<file path="config.mk">
export PLATFORM = sky130hd
export DESIGN_NAME = ifetch_queue
export DESIGN_NICKNAME = d
export VERILOG_FILES = /design/src/rtl/ifetch_queue.sv
export SDC_FILE = /design/constraint.sdc
export NUM_CORES = 1
export LEC_CHECK = 0
export CORE_ASPECT_RATIO = 0.8
export CORE_MARGIN = 2
export CORE_UTILIZATION = 40
export CTS_CLUSTER_SIZE = 24
export DETAILED_ROUTE_END_ITERATION = 6
export PLACE_DENSITY = 0.68
export REMOVE_ABC_BUFFERS = 1
export SYNTH_ARGS = -nofsm -noshare
export SYNTH_HDL_FRONTEND = slang
export SYNTH_SLANG_ARGS = --single-unit
</file>
<file path="constraint.sdc">
create_clock -name clk -period 6.2 [get_ports clk]
set_input_delay 1.86 -clock clk [delete_from_list [all_inputs] [get_ports clk]]
set_output_delay 1.86 -clock clk [all_outputs]
set_load 0.02 [all_outputs]
</file>
<file path="src/rtl/ifetch_queue.sv">
// Instruction fetch queue: walks a word-aligned fetch PC through imem and buffers
// {pc, instruction} pairs in a DEPTH-entry circular queue for an in-order consumer.
module ifetch_queue #(
    parameter int unsigned N     = 32,
    parameter int unsigned DEPTH = 4
) (
    input  logic          clk,
    input  logic          reset,
    output logic [5:0]    imem_addr,
    input  logic [N-1:0]  imem_q,
    input  logic          redirect,
    input  logic [63:0]   redirect_pc,
    output logic [N-1:0]  instr,
    output logic [63:0]   instr_pc,
    output logic          instr_valid,
    input  logic          instr_ready
);

    localparam int unsigned PTR_W = $clog2(DEPTH);
    localparam int unsigned CNT_W = PTR_W + 1;

    logic [63:0]      fetch_pc_q, fetch_pc_d;
    logic [PTR_W-1:0] head_q, head_d;
    logic [PTR_W-1:0] tail_q, tail_d;
    logic [CNT_W-1:0] count_q, count_d;
    logic [N-1:0]     instr_mem_q [DEPTH];
    logic [N-1:0]     instr_mem_d [DEPTH];
    logic [63:0]      pc_mem_q [DEPTH];
    logic [63:0]      pc_mem_d [DEPTH];

    logic empty;
    logic full;
    logic push;
    logic pop;

    // Handshake decode; redirect suppresses both push and pop
    always_comb begin
        empty = (count_q == '0);
        full  = (count_q == CNT_W'(DEPTH));
        pop   = ~empty & instr_ready & ~redirect;
        push  = ~redirect & (~full | pop);
    end

    // Next-state for fetch PC, pointers and occupancy count
    always_comb begin
        fetch_pc_d = fetch_pc_q;
        head_d     = head_q;
        tail_d     = tail_q;
        count_d    = count_q;
        if (redirect) begin
            fetch_pc_d = redirect_pc;
            head_d     = '0;
            tail_d     = '0;
            count_d    = '0;
        end else begin
            if (push) begin
                tail_d     = tail_q + PTR_W'(1);
                fetch_pc_d = fetch_pc_q + 64'd4;
            end
            if (pop) begin
                head_d = head_q + PTR_W'(1);
            end
            case ({push, pop})
                2'b10:   count_d = count_q + CNT_W'(1);
                2'b01:   count_d = count_q - CNT_W'(1);
                default: count_d = count_q;
            endcase
        end
    end

    // Tail write of the fetched word and its PC
    always_comb begin
        instr_mem_d = instr_mem_q;
        pc_mem_d    = pc_mem_q;
        if (push) begin
            instr_mem_d[tail_q] = imem_q;
            pc_mem_d[tail_q]    = fetch_pc_q;
        end
    end

    // Control state; synchronous reset wins over redirect, push and pop
    always_ff @(posedge clk) begin
        if (reset) begin
            fetch_pc_q <= '0;
            head_q     <= '0;
            tail_q     <= '0;
            count_q    <= '0;
        end else begin
            fetch_pc_q <= fetch_pc_d;
            head_q     <= head_d;
            tail_q     <= tail_d;
            count_q    <= count_d;
        end
    end

    // Queue storage; left uncleared since entries are invisible while count is zero
    always_ff @(posedge clk) begin
        instr_mem_q <= instr_mem_d;
        pc_mem_q    <= pc_mem_d;
    end

    // Outputs derived only from registered state
    always_comb begin
        imem_addr   = fetch_pc_q[7:2];
        instr_valid = ~empty;
        instr       = empty ? '0 : instr_mem_q[head_q];
        instr_pc    = empty ? '0 : pc_mem_q[head_q];
    end

endmodule

</file>
# After elaboration in Yosys (flattened, before gate mapping)
# Cells that the tools add are included.
dict set report totals {
  reg_bits 455
  output_inout_bits 103
  in_bits 100
}
dict set report op_classes {
  addsub 5
  n_lt_le_gt_ge 3
  bitwise 9
  mux 17
  reduce_logical 5
  eq_ne 3
}
# cell n
set op_table {}
lappend op_table {{64-bit 2-to-1 mux} 6}
lappend op_table {{256-bit bitwise mux} 1}
lappend op_table {{64-bit binary-select mux with 2-bit select} 1}
lappend op_table {{128-bit bitwise mux} 1}
lappend op_table {{64-bit demux with 2-bit select} 1}
lappend op_table {{32-bit 2-to-1 mux} 4}
lappend op_table {{64-bit by 3-bit adder with 64-bit output, second input constant} 1}
lappend op_table {{32-bit binary-select mux with 2-bit select} 1}
lappend op_table {{32-bit demux with 2-bit select} 1}
lappend op_table {{3-bit greater-or-equal comparator, second input constant} 2}
lappend op_table {{2-bit NOT with 3-bit output} 2}
lappend op_table {{3-bit case mux with 2 select lines} 1}
lappend op_table {{2-bit by 1-bit adder with 2-bit output, second input constant} 2}
lappend op_table {{2-bit nonzero test} 2}
lappend op_table {{3-bit by 1-bit adder with 3-bit output, second input constant} 1}
lappend op_table {{1-bit bitwise AND} 3}
lappend op_table {{3-bit == test, second input constant} 1}
lappend op_table {{3-bit logical NOT} 1}
lappend op_table {{3-bit by 1-bit < comparator with 1-bit output, second input constant} 1}
lappend op_table {{1-bit NOT} 3}
lappend op_table {{3-bit by 1-bit subtractor with 3-bit output, second input constant} 1}
lappend op_table {{2-bit by 1-bit == test with 1-bit output, second input constant} 1}
lappend op_table {{2-bit == test, second input constant} 1}
lappend op_table {{2-bit OR reduction} 1}
lappend op_table {{2 further kinds} 2}

# Depth between registers and ports, before layout
# Gate-level depths: netlist of run 1.
dict set report depth {
  ltp_word 8
  depth_mapped 7
}

# Least setup slack after synthesis of run 1
# Ideal clock, no wire load.
dict set report synth_timing {
  path_kind {input to register}
  from {input port redirect}
  to {register instr_mem_q[0] (netlist bit) (enable)}
  setup_time_ps 466
  t_arrival_ps 5037
  slack_ps 697
  stages 5
  n_path_buf 3
  cell_sequence {clkbuf_1 > inv_2 > clkbuf_1 > buf_1 > and3_1}
}
dict set report synth_between {
  elab_chain_len 4
}
# element line_no
set synth_rtl {}
lappend synth_rtl {{start, declared} 11} ;# input logic redirect,
lappend synth_rtl {{1-bit NOT (*)} {40, 41}}
lappend synth_rtl {{1-bit bitwise AND} 40} ;# pop = ~empty & instr_ready & ~redirect;
lappend synth_rtl {{1-bit OR} 41} ;# push = ~redirect & (~full | pop);
lappend synth_rtl {{1-bit bitwise AND (*)} 41}
lappend synth_rtl {{end signal, assigned} 98} ;# instr_mem_q <= instr_mem_d;
lappend synth_rtl {{end, declared} 26} ;# logic [N-1:0] instr_mem_q [DEPTH];
# Every way passes the cells marked *; elsewhere a longest branch is shown, timed or not.
# A chain may end at the register's enable or synchronous reset.

# Worst setup path after layout of run 1
dict set report layout_timing {
  from {register head_q[0]}
  to {output port instr_pc[62]}
}
dict set report layout_between {
  elab_chain_len 5
}
# element line_no
set layout_rtl {}
lappend layout_rtl {{start, declared} 23} ;# logic [PTR_W-1:0] head_q, head_d;
lappend layout_rtl {{start signal, assigned} 85} ;# head_q <= '0;
lappend layout_rtl {{start signal, assigned} 90} ;# head_q <= head_d;
lappend layout_rtl {{2-bit NOT with 3-bit output (not written as such)} 107} ;# instr_pc = empty ? '0 : pc_mem_q[head_q];
lappend layout_rtl {{64-bit binary-select mux with 2-bit select} 107}
lappend layout_rtl {{64-bit 2-to-1 mux (not written as such) (2 in a row)} 107}
lappend layout_rtl {{64-bit 2-to-1 mux} 107}
lappend layout_rtl {{end, declared} 14} ;# output logic [63:0] instr_pc,
# No other way between the ends. The select of a mux whose other input is x is not followed.

==> run metrics, run 1 <==
outcome=finished, final reports clean; die area=48,800 µm²; H-tree levels=2; via count=11.0k; crit start category=flip-flop; Core ar.=46,700 µm²; Yosys Warn Count=0; total wire length=45,000 µm; syn_area_per_cell=16.4 µm²; RR Endpoint=fetch_pc_q[43]$_SDFFE_PP0P_; share of synthesized registers carrying an async set or reset=0; predominant post-synthesis flop cell=edfxtp_1; HPWL after DPL=28,000 µm; worst vdd ir=0.000211 V; synth top area cells=edfxtp_1, mux4_2, dfxtp_1, and2_1, nor2_1; worst slew pin tran=0.973 ns; number of synthesized flops with an enable pin=384; Worst R2R Path Depth=5; Resize count post-CTS=0; max cap viols=0; num ports=203; Max Root-Sink Buffers=3; Tot GR Track Use=0.186; CTS root buffer=clkbuf_16; DRC Markers=0; Finish-stage setup viols=0; DR WL met2=20,400 µm; clock sink total=455; met3 wire length=3230 µm; Worst slew margin=0.352; dpl ws=1.60 ns; total of fill cells in the finished design=3,980; layout cell share with drive strength beyond 1=0.155; register-to-register setup slack=2.88 ns; Post-Syn Instances=1,147; Seq/Total Area, Yosys=0.688; synthesized area=18,800 µm²; Final Hold Viols=0; crit-path max FO=33; Routed wire per std cell=22.5 µm; final slew viol count=0; DRT met1 WL=20,400 µm; hold buffer count at cts=0; Pre-antenna DRT Iters=6; PwrDens=295 nW/µm²; critical path data arrival time=3.12 ns; crit end category=output port; area share of the largest cell type after synthesis=0.613; maximum clock frequency=201 MHz; post-route ant nets=0; P&R area growth vs syn=22.2%; Clock Pin Slew Worst Setup and Hold Paths=0.07 ns; reg2reg start=fetch_pc_q[6]$_SDFFE_PP0P_; clk_lat worst skew=0.56 ns; Final WS setup=1.22 ns; area leader, netlist=edfxtp_1; distinct cell type count after synthesis=62; CTS Buf Count=45; CP required=4.34 ns; CP Class=flip-flop to output port; total grt overflow=0; nets=1,444; unrepaired setup endpoints after global routing=no; top sig layer=met5; Die Y=198 µm; # Post-CTS Setup Buffers=0; Post-Route Skew=0.0165 ns; leakage power=0.00733 µW; Min-Delay Path Class=flip-flop to flip-flop; Die X=246 µm; CTS tree=done; fin crit period=4.98 ns; Port Buffers=202; initial core utilization=0.403; min-delay src=tail_q[1]$_SDFFE_PP0P_; Hold Path Cell Cnt=2; Iter 0 DRT Violations=813; Row Count=71; period utilization=0.803; first-pass GRT wire length=67,900 µm; multi-input logic area=5520 µm²; antenna violations before repair=1; Via density=5.50; vias in the first global route=10.9k; Layout Utilization=0.492; gpl congestion=0.806; Antenna Cells=0; FF+latch area=13,000 µm²; WHS Endpoint=tail_q[1]$_SDFFE_PP0P_; #FFs+latches synth=455; pin count of the biggest net entering global routing=100
critical path: stages (launching register included):
cell and delay [ns]:
dfxtp_4 0.85, buf_12 0.34, mux4_2 0.56, and2_1 0.17
clkdlybuf4s50_1 0.57
Yosys cell counts, types with 10 or more instances:
cell type,n
mux4_2,96
nor4_1,14
and2_1,98
xnor2_1,13
a311oi_1,16
edfxtp_1,384
a21oi_1,14
dfxtp_1,71
inv_1,18
nor2_1,72
nand3_1,31
nand4_1,28
o21ai_0,10
a211oi_1,31
buf_1,12
and3_1,17
xor2_1,25
nand2_1,36
clkbuf_1,48
power breakdown:
part / internal (µW) / switching, µW
clock: 1560 / 1140
combinational: 266 / 275
sequential: 3450 / 93.5
state kept, by name, summed over array words and instances, names as in the netlist:
name         cells
tail_q           2
head_q           2
fetch_pc_q      64
pc_mem_q       256
count_q          3
instr_mem_q    128
through the flow:
step	setup TNS (ns)	hold WS [ns]	cells	instance area, µm²	total power [µW]
2_1_floorplan	-57.60	0.459	1076	18500	3860
3_3_place_gp	0	0.476	1911	21500	4140
3_5_place_dp	0	0.495	1911	21500	4150
4_1_cts	0	0.504	1995	23000	6850
5_1_grt	0	0.537	1995	23000	7020
6_report	0	0.505	1995	23000	6780
logic make-up after synthesis:
group / Yosys count / share of synthesized area
flops: 455 / 0.688
xor+xnor: 38 / 0.0177
mux: 98 / 0.116
other cells: 1 / 0.000199
compound gates: 103 / 0.0426
buf+inv: 90 / 0.0198
fa+ha+maj: 6 / 0.00439
simple gates: 356 / 0.111
worst max path at each step:
stage / cells past startpoint / startpoint / to / slack [ns]
floorplan: 2 / head_q[0]$_SDFFE_PP0N_ / instr[0] / -0.60
global placement: 5 / instr_ready / pc_mem_q[3]$_DFFE_PP_ / 1.63
detailed placement: 5 / instr_ready / pc_mem_q[72]$_DFFE_PP_ / 1.60
CTS: 4 / head_q[0]$_SDFFE_PP0N_ / instr_pc[62] / 1.12
global route: 4 / head_q[0]$_SDFFE_PP0N_ / instr_pc[42] / 1.03
finish: 4 / head_q[0]$_SDFFE_PP0N_ / instr_pc[62] / 1.22
routing by layer:
layer  global-route usage  up-vias
li1                     -     4924
met1                0.274     5558
met2                0.280      415
met3               0.0394       69
met4               0.0495        2
met5                    0        -
area by class of cell:
class,instances,area share
Clock inverter,27,0.00925
Sequential cell,455,0.564
Multi-Input combinational cell,602,0.240
Inverter,19,0.00310
Tap cell,620,0.0337
Clock buffer,57,0.0545
Timing Repair Buffer,215,0.0956
cell usage in the layout, fill, tap and decap left out, types with 30 or more instances in the layout:
master	count
a211oi_1	30
and2_1	98
clkbuf_16	47
clkdlybuf4s50_1	200
dfxtp_1	69
edfxtp_1	384
mux4_2	96
nand2_1	36
nand3_1	31
nor2_1	72
(Power assumes the default switching activity.)
==> run 2: changes to the inputs <==
- PLACE_DENSITY: 0.68 -> 0.7
- clock period: 6.2 -> 4.15 ns (I/O delays scaled with it)
==> run 2 against run 1 <==
  * Core utilization rose by 0.43 points
  * Global-route usage rose by 0.19 points
  * Register-to-register slack got worse by 1.6 ns
  * Total power rose by 51%
  * Critical endpoint is now instr[18]
  * Die area did not move
  * Cell area rose by 0.88%
  * Largest cell class unchanged
  * First-iteration DRC count rose by 6.4%
  * Sequential share of layout area fell by 0.49 points
  * Count of clock-buffer cells in the layout rose by 7
  * Critical path depth did not move
==> run metrics, run 2 (synthesis gave the netlist of run 1 again) <==
multi-input logic area=5520 µm² (unchanged); clock sink total=455 (unchanged); total wire length=45,600 µm (was 45,000 µm); via count=11.1k (was 11.0k); Min-Delay Path Class=flip-flop to flip-flop (unchanged); Final WS setup=0.276 ns (was 1.22 ns); maximum clock frequency=258 MHz; Tot GR Track Use=0.188 (was 0.186); P&R area growth vs syn=23.3% (was 22.2%); most frequent cells in the layout=edfxtp_1, clkdlybuf4s50_1, and2_1 (unchanged); vias in the first global route=11.3k (was 10.9k); total grt overflow=0 (unchanged); Post-Route Skew=0.0160 ns (was 0.0165 ns); dpl cells=1,924 (was 1,911); worst vdd ir=0.000297 V (was 0.000211 V); crit-path max FO=46 (was 33); HPWL after DPL=28,800 µm (was 28,000 µm); unrepaired setup endpoints after global routing=no (unchanged); Routed wire per std cell=22.6 µm (was 22.5 µm); max reg flops=256 (unchanged); reg2reg start=fetch_pc_q[6]$_SDFFE_PP0P_ (unchanged); Clock Pin Slew Worst Setup and Hold Paths=0.07 ns (about the same); crit start category=flip-flop (unchanged); num ports=203 (unchanged); CTS Buf Count=46 (was 45); Hold Path Cell Cnt=2 (unchanged); hold buffer count at cts=0 (unchanged); RR Endpoint=fetch_pc_q[43]$_SDFFE_PP0P_ (unchanged); crit-path cells=or3_4, buf_4, and2_1, clkdlybuf4s50_1 (was buf_12, mux4_2, and2_1, clkdlybuf4s50_1); pin count of the biggest net entering global routing=98 (was 100); layout cell share with drive strength beyond 1=0.162 (was 0.155); Via density=5.52 (was 5.50); final slew viol count=0 (unchanged); clk_lat worst skew=0.57 ns (was 0.56 ns); crit end category=output port (unchanged); die area=48,800 µm² (unchanged); Final Non-Filler Cells=2,013 (was 1,995); min-delay src=tail_q[1]$_SDFFE_PP0P_ (unchanged); leakage power=0.00743 µW (was 0.00733 µW); nets=1,458 (was 1,444); fin crit period=3.87 ns; cell with the largest stage delay on the worst path=clkdlybuf4s50_1 (was dfxtp_4); Worst R2R Path Depth=6 (was 5); Iter 0 DRT Violations=865 (was 813); Reg with most FFs=pc_mem_q (unchanged); Largest regs=pc_mem_q: 256 flops, instr_mem_q: 128 flops, fetch_pc_q: 64 flops (unchanged); met3 wire length=3180 µm (was 3230 µm); outcome=finished, final reports clean (unchanged); period utilization=0.933; initial core utilization=0.403 (unchanged); Final Hold Viols=0 (unchanged); register-to-register setup slack=1.32 ns (was 2.88 ns); CP required=2.90 ns (was 4.34 ns); Finish-stage setup viols=0 (unchanged); WHS Endpoint=tail_q[1]$_SDFFE_PP0P_ (unchanged); DRC Markers=0 (unchanged); Port Buffers=202 (unchanged); FF+latch area=13,000 µm² (unchanged); Max Root-Sink Buffers=3 (unchanged); total of fill cells in the finished design=3,951 (was 3,980); critical path data arrival time=2.63 ns (was 3.12 ns); CP Class=flip-flop to output port (unchanged); CTS root buffer=clkbuf_16 (unchanged); first-pass GRT wire length=68,500 µm (was 67,900 µm); post-route ant nets=0 (unchanged); PwrDens=440 nW/µm² (was 295 nW/µm²); Core ar.=46,700 µm² (unchanged); Row Count=71 (unchanged); CTS tree=done (unchanged); Worst slew margin=0.511 (was 0.352); Pre-antenna DRT Iters=5 (was 6); top sig layer=met5 (unchanged); DRT met1 WL=20,100 µm (was 20,400 µm); Die Y=198 µm (unchanged); placed instance area=21,700 µm² (was 21,500 µm²); max cap viols=0 (unchanged); cell area after layout=23,200 µm² (was 23,000 µm²); worst slew pin tran=0.728 ns (was 0.973 ns); dpl ws=0.583 ns (was 1.60 ns); Die X=246 µm (unchanged); H-tree levels=2 (unchanged); Max stage delay on crit path=0.61 ns (was 0.85 ns); antenna violations before repair=2 (was 1); most common cell after layout, fill and taps aside=edfxtp_1 (unchanged); # Post-CTS Setup Buffers=0 (unchanged); DR WL met2=21,200 µm (was 20,400 µm); gpl congestion=0.817 (was 0.806)
## run 2: cell types whose count changed in the layout (fill, tap and decap cells not counted)
cell / previous run / this run
diode_2: 0 / 3
clkbuf_16: 47 / 49
clkbuf_1: 6 / 12
inv_6: 2 / 1
clkinvlp_4: 2 / 1
clkbuf_8: 4 / 3
buf_6: 0 / 1
buf_4: 6 / 13
clkinv_1: 11 / 8
buf_12: 7 / 12
## run 2: per-layer routing
layer / up-vias / GRT usage
li1: 4962 / -
met1: 5685 / 0.267
met2: 380 / 0.290
met3: 74 / 0.0403
met4: 2 / 0.0582
met5: - / 0
## run 2: layout make-up
cell class	instances	area share
Antenna cell	3	0.000324
Clock buffer	64	0.0566
Clock inverter	22	0.00798
Inverter	19	0.00307
Multi-Input combinational cell	602	0.238
Sequential cell	455	0.559
Tap cell	620	0.0334
Timing Repair Buffer	228	0.102
## run 2: worst max path at each step
stage                            startpoint                           to  slack (ns)  cells past startpoint
CTS                  head_q[0]$_SDFFE_PP0N_                 instr_pc[33]        0.08                      4
detailed placement              instr_ready  fetch_pc_q[57]$_SDFFE_PP0P_        0.58                      7
global route        count_q[0]$_SDFFE_PP0P_                 instr_pc[33]         0.1                      4
finish              count_q[0]$_SDFFE_PP0P_                    instr[18]        0.28                      4
global placement                instr_ready  fetch_pc_q[43]$_SDFFE_PP0P_        0.64                      7
floorplan            head_q[0]$_SDFFE_PP0N_                     instr[0]       -2.03                      2
## run 2: timing repair
action | in CTS | in global routing
endpoints found under the setup margin | 0 | 1
gates resized for setup | 0 | 1
hold endpoints to repair | 0 | 0
## run 2: through the flow
| step | hold WS [ns] | power, µW | utilization | TNS [ns] |
|---|---|---|---|---|
| 6_report | 0.505 | 10200 | 0.496 | 0 |
| 2_1_floorplan | 0.459 | 5760 | - | -485.03 |
| 3_5_place_dp | 0.490 | 6220 | 0.464 | 0 |
| 3_3_place_gp | 0.482 | 6200 | 0.464 | 0 |
| 4_1_cts | 0.499 | 10300 | 0.496 | 0 |
| 5_1_grt | 0.529 | 10600 | 0.496 | 0 |
## run 2: power breakdown
| group | internal, µW | leakage, µW | total [µW] | switching [µW] |
|---|---|---|---|---|
| combinational | 409 | 0.00252 | 829 | 420 |
| sequential | 5150 | 0.00418 | 5280 | 135 |
| clock | 2400 | 0.000735 | 4100 | 1700 |
## run 2: critical path: cells and delay by family, from the launching register on
family | cells | cell delay [ns]
buffers and inverters | 2 | 0.93
AND/OR/NAND/NOR | 2 | 0.70
flip-flops | 1 | 0.41
